### config.mk
export PLATFORM = sky130hd
export DESIGN_NAME = l1_trigger_stream_formatter
export DESIGN_NICKNAME = d
export VERILOG_FILES = /design/src/rtl/l1_trigger_stream_formatter.sv
export SDC_FILE = /design/constraint.sdc
export NUM_CORES = 1
export LEC_CHECK = 0
export ABC_CLOCK_PERIOD_IN_PS = 2690
export CAP_MARGIN = 40
export CORE_AREA = 2 2 481 483
export CTS_BUF_LIST = sky130_fd_sc_hd__clkbuf_4 sky130_fd_sc_hd__clkbuf_8
export DETAILED_ROUTE_END_ITERATION = 10
export DIE_AREA = 0 0 483 485
export HOLD_SLACK_MARGIN = 0.15
export PLACE_DENSITY_LB_ADDON = 0.08
export SLEW_MARGIN = 25
export SYNTH_ARGS = -nofsm -noshare
export SYNTH_HDL_FRONTEND = slang
export SYNTH_SLANG_ARGS = --single-unit
export TNS_END_PERCENT = 20
### constraint.sdc
create_clock -name aclk -period 2.69 [get_ports aclk]
set_clock_uncertainty 0.15 [all_clocks]
set_input_delay 0.538 -clock aclk [delete_from_list [all_inputs] [get_ports aclk]]
set_output_delay 0.538 -clock aclk [all_outputs]
set_load 0.01 [all_outputs]
### src/rtl/l1_trigger_stream_formatter.sv
// l1_trigger_stream_formatter: selects a sample, debug or stretched-trigger stream, packs it into an
// 8x16b AXI4S beat and queues it in a 2-entry skid FIFO that drops new beats when full.
module l1_trigger_stream_formatter #(
  parameter int NCHAN = 8,
  parameter int NBEAMS = 2,
  parameter int STRETCH = 4,
  parameter int OVF_W = 16,
  localparam int CW = NCHAN > 1 ? $clog2(NCHAN) : 1,
  localparam int SW = STRETCH > 1 ? $clog2(STRETCH) : 1
) (
  input  logic                aclk,
  input  logic                aresetn,
  input  logic [NCHAN*96-1:0] dat_i,
  input  logic [NCHAN*40-1:0] dbg_i,
  input  logic [NBEAMS-1:0]   trig_i,
  input  logic [1:0]          mode_i,
  input  logic [CW-1:0]       chan_sel_i,
  input  logic                cfg_update_i,
  output logic [127:0]        m_tdata,
  output logic                m_tvalid,
  input  logic                m_tready,
  output logic [OVF_W-1:0]    ovf_count_o
);
  logic [1:0] mode;
  logic [CW-1:0] chan;
  logic [NBEAMS-1:0][SW-1:0] cnt;
  logic [NBEAMS-1:0] trig_s;
  logic in_range;
  logic [95:0] raw;
  logic [95:0] trig_w;
  logic [39:0] dbg;
  logic [127:0] fmt;
  logic [127:0] pack;
  logic pack_v;
  logic [1:0][127:0] mem;
  logic wp;
  logic rp;
  logic [1:0] fill;
  logic full;
  logic pop;
  logic accept;
  always_comb begin
    trig_s = trig_i;
    for (int b = 0; b < NBEAMS; b++) trig_s[b] = trig_i[b] | (cnt[b] != '0);
  end
  assign in_range = int'(chan) < NCHAN;
  assign raw = in_range ? dat_i[96*int'(chan) +: 96] : '0;
  assign dbg = in_range ? dbg_i[40*int'(chan) +: 40] : '0;
  assign trig_w = 96'(trig_s);
  // Triggers reuse the 12-bit sample lane layout, so beam b sits 4 bits up inside lane b/12.
  always_comb begin
    fmt = '0;
    for (int k = 0; k < 8; k++)
      fmt[16*k +: 16] = mode == 2'd1 ? {11'b0, dbg[5*k +: 5]} :
                        mode == 2'd3 ? 16'h0 :
                        {(mode == 2'd2 ? trig_w[12*k +: 12] : raw[12*k +: 12]), 4'b0};
  end
  assign m_tvalid = fill != 2'd0;
  assign full = fill == 2'd2;
  assign pop = m_tvalid & m_tready;
  assign accept = pack_v & (~full | pop);
  assign m_tdata = mem[rp];
  always_ff @(posedge aclk) begin
    if (!aresetn) begin
      mode <= '0;
      chan <= '0;
      cnt <= '0;
      pack <= '0;
      pack_v <= 1'b0;
      mem <= '0;
      wp <= 1'b0;
      rp <= 1'b0;
      fill <= '0;
      ovf_count_o <= '0;
    end else begin
      if (cfg_update_i) begin
        mode <= mode_i;
        chan <= chan_sel_i;
      end
      for (int b = 0; b < NBEAMS; b++)
        cnt[b] <= trig_i[b] ? SW'(STRETCH - 1) : cnt[b] - SW'(cnt[b] != '0);
      pack <= fmt;
      pack_v <= 1'b1;
      if (accept) mem[wp] <= pack;
      wp <= wp ^ accept;
      rp <= rp ^ pop;
      fill <= fill + 2'(accept) - 2'(pop);
      if (pack_v && full && !pop && ovf_count_o != '1) ovf_count_o <= ovf_count_o + OVF_W'(1);
    end
  end
endmodule

==> results of run 1 <==
==> cell usage after synthesis (all sizes together) (9+ instances only) <==
master,number
mux4,268
clkbuf,90
nand2,261
a21oi,133
mux2,131
a211oi,9
mux2i,276
buf,91
dfxtp,414
nand2b,9
nor2,270
==> per-layer routing <==
metal	global-route usage [%]	vias to the layer above
met5	0	-
met4	3.30	32
met3	4.81	195
met1	15.2	10618
li1	-	10271
met2	25.8	982
==> worst reg2reg max path: stages, from the launching register on <==
cell and delay, ns:
sky130_fd_sc_hd__dfxtp_4 0.50, sky130_fd_sc_hd__buf_12 0.30, sky130_fd_sc_hd__mux4_2 0.77, sky130_fd_sc_hd__nand2_1 0.06, sky130_fd_sc_hd__a21oi_1 0.32, sky130_fd_sc_hd__buf_4 0.17
==> flip-flops by register name (all words and copies together) (netlist names) <==
name         count
chan             3
mode             2
fill             2
ovf_count_o     16
pack           128
pack_v           1
mem            256
wp               1
cnt              4
rp               1
==> layout make-up <==
type,instances,share of cell area [%]
Timing Repair Buffer,1446,34.6
Tap cell,3026,8.80
Inverter,7,0.0960
Antenna cell,18,0.105
Clock buffer,141,3.99
Clock inverter,17,0.352
Multi-Input combinational cell,1441,32.7
Sequential cell,414,19.3
==> logic make-up after synthesis <==
| family | after synthesis | synth area share, % |
|---|---|---|
| flip-flops | 414 | 36.1 |
| adder cells (fa/ha/maj) | 5 | 0.273 |
| AND/OR/NAND/NOR | 593 | 10.5 |
| multiplexers | 675 | 44.8 |
| XOR/XNOR | 3 | 0.115 |
| AO/OA/AOI/OAI | 165 | 3.94 |
| buffers and inverters | 188 | 4.20 |
==> path summary, 6_finish.rpt <==
kind         startpoint           to  slack [ns]  cells past startpoint
max reg2reg     chan[1]     pack[73]        0.36                      5
min reg2reg    pack[75]      mem[75]        0.33                      2
min            pack[75]      mem[75]        0.33                      2
max                  rp  m_tdata[52]       -0.24                      7
==> per-stage QoR <==
stage	utilization (%)	setup TNS (ns)	worst slack, ns
finish	18.8	-12.33	-0.237
global route	18.8	-33.40	-0.398
CTS	18.6	-38.05	-0.424
detailed placement	17.5	0	0.0590
global placement	17.5	0	0.0622
floorplan	-	0	0.674
==> what timing repair did <==
item / CTS / global route
pin swaps: 0 / 0
buffers inserted: 20 / 7
hold buffers: 6 / 0
endpoints found under the hold margin: 8 / 0
gates resized for setup: 679 / 123
setup endpoints to repair: 131 / 128
cloned: 7 / 1
==> power by group through the flow <==
stage	combinational [mW]	clock [mW]	sequential [mW]
2_1_floorplan	2.66	0	6.70
3_3_place_gp	6.48	0	6.84
3_5_place_dp	6.46	0	6.83
4_1_cts	7.48	7.90	6.70
5_1_grt	7.93	8.12	6.73
6_report	7.41	7.38	6.69
==> reports/summary.md, run 1 <==
The run finished, with violations left. The final reports fail on setup timing. The worst setup path is captured at an output port. CTS saw 414 sinks. In this run the count of I/O pins placed on the die edge is 1244. Of all nets on the critical path, the largest fanout is 6. The logs give 2043 for the synthesized netlist cell count and 78 for the maximum number of pins on one net before global-route repair. The count of input and output buffers came out at 1243. Summing all placed instances gives a cell area of 40100 sq um. In the finished design, the share of the clock period the worst path needs comes to 109%.

Setup repair after global routing could not meet its margin everywhere. In the final layout, the share of cells above drive strength 1 is 25.9%. The die span in x was 483 microns; the mean instance size in the synthesized netlist was 11.2 sq um. The cell count after placement was 6294. In the synthesized netlist the dominant register cell turns out to be sky130_fd_sc_hd__dfxtp_1.

The tool flagged a number of max-cap violations equal to 0. Based on the critical path, the design can be clocked at up to 0.342 GHz. Yosys printed 0 warnings.

The floorplan has 176 rows. The core region is 229000 sq um. The number of antenna violations at the first check in global routing was 58.

The number of H-tree levels was 3; the detailed-route wire length on metal 1 was 64700 microns. The cell chosen for the clock root was sky130_fd_sc_hd__clkbuf_8. The worst slew slack as a fraction of its limit is 40.9%. For the worst-case hold slack, the log shows 0.334 ns. Wires add up to 168000 microns. The number of enable flip-flop cells after synthesis works out to 0.

The clock network fraction of total power was 34.3%. At the pin with the least slew margin, the transition time is 0.886 ns. Combinational share of power: 34.5%. For the estimated wirelength of the detail-placed design, the log shows 138000 microns. The die is 485 microns tall. The library cell used most frequently in the layout, excluding fill and tap cells, is sky130_fd_sc_hd__clkdlybuf4s50_1. TritonCTS built the clock tree. The buffers plus inverters on the worst setup path works out to 6.

In the routed design, unresolved DRC markers number 0. The number of global-route vias before repair was 25017; the switching power summed over all nets was 6.58 mW. Met2 routed wirelength: 87100 microns. The run gives 14.9 mW as the internal power contribution. The worst path setup slack after routing was -0.237 ns. IR analysis of the VDD net gives a maximum drop of 0.272 mV. The signed area change from the synthesized netlist to the final layout was 87.7%.

In this run, flip-flops and latches consume 31.2% of the power. Counting flops with an async set or reset pin after synthesis yields a share of 0%. The part of the Yosys area used for sequential elements is 36.1%, and the number of nets in the synthesized netlist is 3147.

The die covers 234000 sq um. The fraction of power spent switching nets came out at 30.6%. The stage delay of the slowest cell on the critical path works out to 0.36 ns. In the detailed route, the total length drawn on met3 is 12800 microns. The area of the multi-input gates is 14100 sq um, and the via count is 22098.

Yosys attributes the largest share of cell area to sky130_fd_sc_hd__dfxtp_1, sky130_fd_sc_hd__mux4_2, sky130_fd_sc_hd__mux2i_1. Leaving out filler cells and counting taps, the final layout contains 6510. The count of filler cells inserted in the layout is 25306. The initial standard-cell utilization of the core is 10.0%, and the max-slew violation total from the final report is 0. Dividing the detail-routed via count by the number of cells gives 3.39. The cell area that synthesis handed to floorplanning was 22900 sq um. The first detailed-routing pass took 5 iterations.

In this run the remaining antenna-violating nets after routing total 0. The clock reaches the later pin of the worst-skew pair after 0.78 ns. For the worst setup path, the data required time is 2.00 ns. The largest individual stage delay along the critical path comes from the cell sky130_fd_sc_hd__dfxtp_4. The power per unit of standard cell area works out to 499 nW/um^2. Walking the worst path, the cells encountered are buf_12, buf_16, buf_12, buf_6, buf_6, mux2_4, buf_8. The first global-routing pass estimated 223000 microns of wire. The flop and latch count out of synthesis is 414, and the number of library cell types mapped by synthesis is 51. The static leakage power was 15.5 nW; the hold violation count in the final report was 0. The run gives 0 as the aggregate global routing overflow.

The cell type contributing the most total cell area after synthesis is sky130_fd_sc_hd__dfxtp_1. The highest metal layer carrying signal wires in the routed design is met5. With fillers left out, the area of the finished cells amounts to 43000 sq um.

The type of the setup path with the least slack was reg2out. The library cells used most frequently in the layout, excluding fill and tap cells, are sky130_fd_sc_hd__clkdlybuf4s50_1, sky130_fd_sc_hd__dfxtp_1, sky130_fd_sc_hd__mux2i_1, sky130_fd_sc_hd__nor2_1, sky130_fd_sc_hd__mux4_2. In this run, CTS created clock tree buffers numbering 89.

Global routing used 14.0% of the available tracks. For the final number of setup-violating endpoints, the log shows 117. The run gives 21.5 mW as the power consumption.

Grouping stages by cell kind, the critical path spends the most delay in buffers and inverters. The largest buffer count on any clock path is 3. Type of the tightest min-delay check: reg2reg. Startpoint type of the worst setup path: a flip-flop. The share of synthesized area in the top cell type comes to 36.1%. For the worst setup path, the data arrival time is 2.24 ns. The shortest clock period the worst path allows after layout is 2.93 ns, and the clock input transition at the sequential cells of the worst setup and hold paths is 0.06 ns.

For the total area of sequential cells, the log shows 8310 sq um. After the last flow step, the layout net total stands at 4503. At the end of routability-driven placement, the weighted congestion stood at 0.821. The tools report the number of DRC markers in iteration 0 as 649. In the final routed layout, each cell accounts on average for 25.9 microns.
Power figures use the tool's default switching activity.
==> run 2, diff against run 1 <==
- ABC_CLOCK_PERIOD_IN_PS: 2690 -> default
- PLACE_DENSITY_LB_ADDON: 0.08 -> default
==> run 2 against run 1 <==
Effect of this change: the flow still finishes with violations (setup timing); via count grew 6.2%; power up 1.7%; routed wire length is 16% higher; setup slack better by 0.011 ns; sequential power about the same; global-route usage rose by 2.2 points; fmax increased by 0.38%; clock power rose by 9.9%; flip-flop and latch count is the same; utilization down 0.10 points; final cell count about the same; combinational power down 5.0%; critical path type unchanged.
==> reports/summary.md, run 2 (synthesis gave the netlist of run 1 again) <==
The run finished, with violations left. The final reports fail on setup timing. Share of cells above drive strength 1: 24.7% (-1.2 points). Sink count of the clock tree: 414 (unchanged). The count of input and output buffers is 1243 (unchanged).

Type of the setup path with the least slack: reg2out. The data arrival time at the worst-slack endpoint was 2.23 ns (about the same). The routing layer with the top usage in global route was met2.

Total DRC errors in the routed layout: 0 (unchanged). The largest registers in the layout are mem: 256 flops, pack: 128 flops, ovf_count_o: 16 flops. In the layout the commonest cells are sky130_fd_sc_hd__clkdlybuf4s50_1, sky130_fd_sc_hd__dfxtp_1, sky130_fd_sc_hd__mux2i_1, sky130_fd_sc_hd__nor2_1, sky130_fd_sc_hd__mux4_2. The initial standard-cell utilization of the core was 10.0% (unchanged).

The number of global-route vias before repair was 24913 (-0.42%); the transition time at the pin with the least slew margin was 0.620 ns (-0.266 ns). The final routed wirelength across all metal layers was 195000 microns (+16%); the flip-flop count of the largest register, all copies and words added was 256 (unchanged). The power per unit of standard cell area is 510 nW/um^2 (+2.2%). The endpoint required time on the critical path came out at 2.00 ns (about the same). The utilization after layout was 18.7% (-0.10 points); the signed area change from the synthesized netlist to the final layout was 86.6%.

The run gives 16.1% (+0.89 points) as the global-route met1 utilization. The met3 usage was 7.44% (+2.6 points); the height of the die was 485 microns (unchanged). Largest buffer count on any clock path: 3 (unchanged).

The global-route wire length before repair came out at 247000 microns (+11%). Final-stage net count: 4461 (-0.93%). The insertion delay to the later sink of the worst-skew pair came out at 0.82 ns (+0.04 ns). The run gives 0 (unchanged) as the hold violation count in the final report.

The max-slew violation total from the final report is 0 (unchanged), and the cell area after placement is 39700 sq um (-0.79%). The max capacitance violation total was 0 (unchanged); the static leakage power was 15.3 nW (-1.2%). The run gives 25145 (-0.64%) as the count of filler cells inserted in the layout. The maximum number of pins on one net before global-route repair is 98 (+26%).

Most common library cell in the layout ignoring fill and taps: sky130_fd_sc_hd__clkdlybuf4s50_1. Minimum setup slack after placement: -0.0279 ns (-0.0869 ns). More flip-flops sit in one register than any other, and that register is mem.

The routed wire length per instance was 30.0 microns (+16%); the number of detailed-routing iterations run before antenna repair was 5 (unchanged). The tools report the number of DRC markers in iteration 0 as 1104 (+70%). The worst slew slack as a fraction of its limit is 58.5% (+18 points), and the highest fanout seen on the critical path is 7 (+1). The die footprint is 234000 sq um (unchanged), and the number of top-level pins is 1244 (unchanged). The met2 track demand over resource came out at 28.8% (+3.1 points). The highest clock frequency the design can meet is 0.343 GHz (+0.38%), and the total core area is 229000 sq um (unchanged).

The number of nets with antenna violations after detailed routing is 0 (unchanged), and the global-route total usage across every layer is 16.1% (+2.2 points). The number of antenna violations at the first check in global routing is 179 (+210%). The via count came out at 23459 (+6.2%).

The number of H-tree levels was 3 (unchanged). Setup repair after global routing could not meet its margin everywhere. The estimated wirelength of the detail-placed design was 166000 microns (+20%). The final number of setup-violating endpoints is 128 (+9.4%), and the number of vias per cell after detailed routing is 3.60 (+6.1%).

The tools report the worst path setup slack after routing as -0.226 ns (+0.0110 ns). The min-delay analysis places its worst path in the category reg2reg. The routability-driven placement congestion ratio is 1.08 (+32%).

The die span in x works out to 483 microns (unchanged). Startpoint type of the worst setup path: a flip-flop. The shortest clock period the worst path allows after layout is 2.92 ns (-0.0110 ns), and the placement row count is 176 (unchanged). The cell chosen for the clock root is sky130_fd_sc_hd__clkbuf_8. The worst ir drop on vdd was 0.341 mV (+25%). The final instance area was 42800 sq um (-0.54%); the clock input transition at the sequential cells of the worst setup and hold paths was 0.07 ns (about the same). The number of clock buffers inserted by TritonCTS is 86 (-3.4%), and the portion of the clock cycle consumed by the worst path in the final layout is 108% (-0.41 points).

TritonCTS built the clock tree. Aggregate global routing overflow: 0 (unchanged). The worst setup path is captured at an output port.
[run 2: cell count changes in the layout (fill, tap and decap cells not counted), moves of 5 or more]
cell                              previous run  this run
sky130_fd_sc_hd__bufinv_16                   1        11
sky130_fd_sc_hd__dlygate4sd2_1               3         8
sky130_fd_sc_hd__buf_6                     100        68
sky130_fd_sc_hd__buf_4                     123       109
sky130_fd_sc_hd__clkdlybuf4s15_2             7         1
sky130_fd_sc_hd__diode_2                    18        64
sky130_fd_sc_hd__mux2_2                     34        54
sky130_fd_sc_hd__buf_12                     49        58
sky130_fd_sc_hd__clkbuf_4                   36        16
sky130_fd_sc_hd__mux2_4                     97        77
[run 2: power by group]
| part | switching, mW | internal, mW | total, mW |
|---|---|---|---|
| registers | 0.230 | 6.46 | 6.69 |
| logic | 3.01 | 4.03 | 7.04 |
| clock network | 3.31 | 4.80 | 8.11 |
[run 2: worst max-delay path: stages, from the launching register on]
cell and delay, ns:
sky130_fd_sc_hd__dfxtp_4 0.35, sky130_fd_sc_hd__buf_12 0.15, sky130_fd_sc_hd__buf_16 0.15, sky130_fd_sc_hd__buf_12 0.15, sky130_fd_sc_hd__buf_12 0.14, sky130_fd_sc_hd__mux2_4 0.32
sky130_fd_sc_hd__buf_6 0.13
[run 2: layer usage]
metal | wire (microns) | share of wire, %
met5 | 625 | 0.32
met4 | 9860 | 5.0
met3 | 20400 | 10
met2 | 97300 | 50
met1 | 67200 | 34
[run 2: layout make-up]
cell class,instances,area (sq um),share of cell area (%)
Multi-Input combinational cell,1441,14000,32.7
Clock inverter,33,479,1.12
Sequential cell,414,8300,19.4
Tap cell,3026,3790,8.85
Antenna cell,64,160,0.374
Inverter,7,41.3,0.0965
Clock buffer,120,1550,3.63
Timing Repair Buffer,1407,14500,33.8
[run 2: path summary, 6_finish.rpt]
kind	end	cells past startpoint	slack, ns	startpoint
min reg2reg	mem[12]	2	0.34	pack[12]
max reg2reg	pack[84]	6	0.17	chan[0]
max	m_tdata[84]	6	-0.23	rp
min	mem[12]	2	0.34	pack[12]
[run 2: through the flow]
| step | power (mW) | TNS (ns) | hold slack [ns] | cells |
|---|---|---|---|---|
| after detailed placement | 13.0 | -0.0634 | 0.328 | 6261 |
| final | 21.8 | -17.53 | 0.336 | 6512 |
| after global routing | 22.9 | -35.14 | 0.315 | 6490 |
| after global placement | 13.0 | -0.350 | 0.317 | 6261 |
| after floorplan | 9.37 | 0 | 0.304 | 2043 |
| after CTS | 22.3 | -47.61 | 0.215 | 6446 |
[run 2: what timing repair did]
item                                   in CTS  in global routing
hold buffers                                7                  0
resized for setup                         417                 65
setup endpoints to repair                 130                128
endpoints found under the hold margin       9                  0
cloned                                      6                  1
buffers inserted                           19                  3
==> variant (settings of run 2) <==
The parameter `STRETCH` goes from 4 to 8.
--- a/src/rtl/l1_trigger_stream_formatter.sv
+++ b/src/rtl/l1_trigger_stream_formatter.sv
@@ -5,3 +5,3 @@
   parameter int NBEAMS = 2,
-  parameter int STRETCH = 4,
+  parameter int STRETCH = 8,
   parameter int OVF_W = 16,
Function: not settled (the Yosys comparison gave no result); the edit may change what the design does.
==> variant against run 2 <==
The run still ends with setup timing left. Cell area rose by 1.5%. Wire length fell by 3.2%. Setup slack got worse by 72 ps. Clock power fell by 15%. Sequential cell count rose by 2. Total power fell by 2.3%. Core utilization rose by 0.28 points. Count of clock-buffer cells in the layout fell by 9. Non-clock buffer count rose by 53. Combinational power rose by 9.5%. Area after synthesis barely moved. Die area did not move. Highest routed layer unchanged.
==> variant: results (changes against run 2) <==
[outcome]
status = finished, violations left  ; unchanged
violations = setup timing  ; unchanged

[synthesis]
ys_seq_area_share_pct = 36.3  ; was 36.1%
syn_avg_cell_area_sq_um = 12.0  ; was 11.2 sq um
synth_nets = 3025  ; was 3,147
async_flop_share_pct = 0  ; unchanged
yosys-top-cells-area = dfxtp_1 (36%), mux4_2 (26%), mux2i_1 (17%)  ; was dfxtp_1 (36%), mux4_2 (26%), mux2i_1 (12%)
synth_cell_type_count = 44  ; was 51
synthTopCellsByCount = dfxtp_1 (416), mux2i_1 (396), nor2_1 (388)  ; was dfxtp_1 (414), mux2i_1 (276), nor2_1 (270)
yosys_warnings = 0  ; unchanged
synth_area_leader_cell = dfxtp_1  ; unchanged

[min_path]
hp-class = flip-flop to flip-flop  ; unchanged
min_to = mem[110]  ; was mem[12]
hp-start = mem[110]  ; was pack[12]
hold_depth = 2  ; unchanged

[power_and_ir_drop]
ir_worst_vdd_uv = 286  ; was 341 uV
switching_share_pct = 30.5  ; was 30.0%
leakage_nw = 15.4  ; was 15.3 nW

[place]
dpl.cell_count = 6184  ; was 6,261
portBuffers = 1243  ; unchanged
pre_cts_ws_ps = 50.3  ; was -27.9 ps
place_area_sq_um = 40200  ; was 39,700 sq um
post-dp-hpwl_microns = 164000  ; was 166,000 microns
finalWeightedCongestion = 0.952  ; was 1.08

[clock_network]
clk_transition_reported_paths_ps = 60
clock_path_buffers = 3  ; unchanged
numCtsBuffers = 77  ; was 86
cts-root-buf = clkbuf_8  ; unchanged
cts_max_level = 3  ; unchanged
clk_latency_ps = 800  ; was 820 ps

[global_route]
grt_pass1_vias = 24100  ; was 24,900
grt_pass1_wl_microns = 239000  ; was 247,000 microns
antenna_found_initial = 192  ; was 179
grt_max_degree = 54  ; was 98
track_usage_pct = 15.6  ; was 16.1%

[worst_setup_path]
rr_worst_depth = 7  ; was 6
crit_path_start = rp  ; unchanged
r2r-start = chan[0]  ; unchanged
cp_max_fo = 8  ; was 7
crit_arrival_ps = 2300  ; was 2230 ps
ff2ff_setup_slack_ps = 190  ; was 170 ps
r2r-end = pack[4]  ; was pack[84]

[floorplan]
core.rowCount = 176  ; unchanged

[timing]
tns_ps = -20200  ; was -17,530 ps
setup_viol = 116  ; was 128
setup_ws_ps = -298  ; was -226 ps
slew_headroom_pct = 47.9  ; was 58.5%

[detailed_routing]
via_count = 23000  ; was 23,500
wl_per_cell_microns = 29.4  ; was 30.0 microns
drt_iter0_markers = 1197  ; was 1,104
drt_wl_total_microns = 189000  ; was 195,000 microns
dr.pass1.iters = 5  ; unchanged

[layout]
reg_top3 = mem: 256 flops, pack: 128 flops, ovf_count_o: 16 flops  ; unchanged
drive_above_1_share_pct = 26.4  ; was 24.7%
final_nets = 4395  ; was 4,461
fillers = 25100  ; about the same

==> variant: cell count changes in the layout (fill, tap and decap cells not counted), sizes merged, moves of 6 or more <==
| cell | change |
|---|---|
| clkdlybuf4s50 | -8 |
| a21oi | -120 |
| mux2i | +120 |
| nand2 | -243 |
| bufinv | -6 |
| nor2 | +118 |
| buf | +63 |
| inv | +12 |
| diode | -8 |
| clkbuf | -14 |
==> variant: routing by layer <==
metal	up-vias	share of wire [%]	track usage (%)
met4	114	3.7	5.28
met1	11200	38	17.1
li1	9994	-	-
met5	-	0.41	0
met2	1285	47	26.0
met3	404	12	7.76
==> variant: final cells by class <==
| class | count | share of cell area (%) |
|---|---|---|
| Sequential cell | 416 | 19.2 |
| Clock buffer | 111 | 3.19 |
| Clock inverter | 25 | 0.711 |
| Multi-Input combinational cell | 1315 | 32.8 |
| Inverter | 17 | 0.164 |
| Timing Repair Buffer | 1460 | 34.9 |
| Antenna cell | 56 | 0.323 |
| Tap cell | 3026 | 8.72 |
==> variant: what timing repair did <==
action,4_1_cts,5_1_grt
hold buffers,6,0
endpoints found under the setup margin,140,129
gates resized for setup,587,24
gates cloned,8,0
endpoints found under the hold margin,10,0
buffers inserted,33,8
==> variant: through the flow <==
step	hold slack, ps	power, W	utilization, %
2_1_floorplan	304	0.00947	-
3_3_place_gp	316	0.0132	17.6
3_5_place_dp	325	0.0133	17.6
4_1_cts	250	0.0218	18.9
5_1_grt	291	0.0223	18.9
6_report	339	0.0213	19.0
==> variant: how the worst max path moves through the flow <==
stage | cells past startpoint | to | slack, ps
global route | 6 | m_tdata[31] | -400
finish | 6 | m_tdata[31] | -300
detailed placement | 10 | mem[230] | 50
global placement | 10 | mem[231] | 40
CTS | 6 | m_tdata[31] | -430
floorplan | 9 | mem[107] | 530
==> variant: power groups by stage <==
stage | combinational, W | sequential [W] | clock, W
after floorplan | 0.00271 | 0.00676 | 0
after global placement | 0.00635 | 0.00686 | 0
after detailed placement | 0.00640 | 0.00687 | 0
after CTS | 0.00788 | 0.00675 | 0.00714
after global routing | 0.00813 | 0.00679 | 0.00734
final | 0.00771 | 0.00676 | 0.00686
==> variant: logic make-up after synthesis <==
family / count (synthesis) / synth area share (%)
AO/OA/AOI/OAI: 46 / 1.44
XOR/XNOR: 5 / 0.191
adder cells (fa/ha/maj): 9 / 0.491
buffers and inverters: 186 / 3.41
flip-flops: 416 / 36.3
multiplexers: 792 / 49.9
AND/OR/NAND/NOR: 463 / 8.32
==> variant: critical path: stages (launching register included) <==
cell     delay (ps)
dfxtp_4         390
buf_12          150
buf_16          170
buf_12          160
buf_12          130
mux2_4          340
buf_12          160
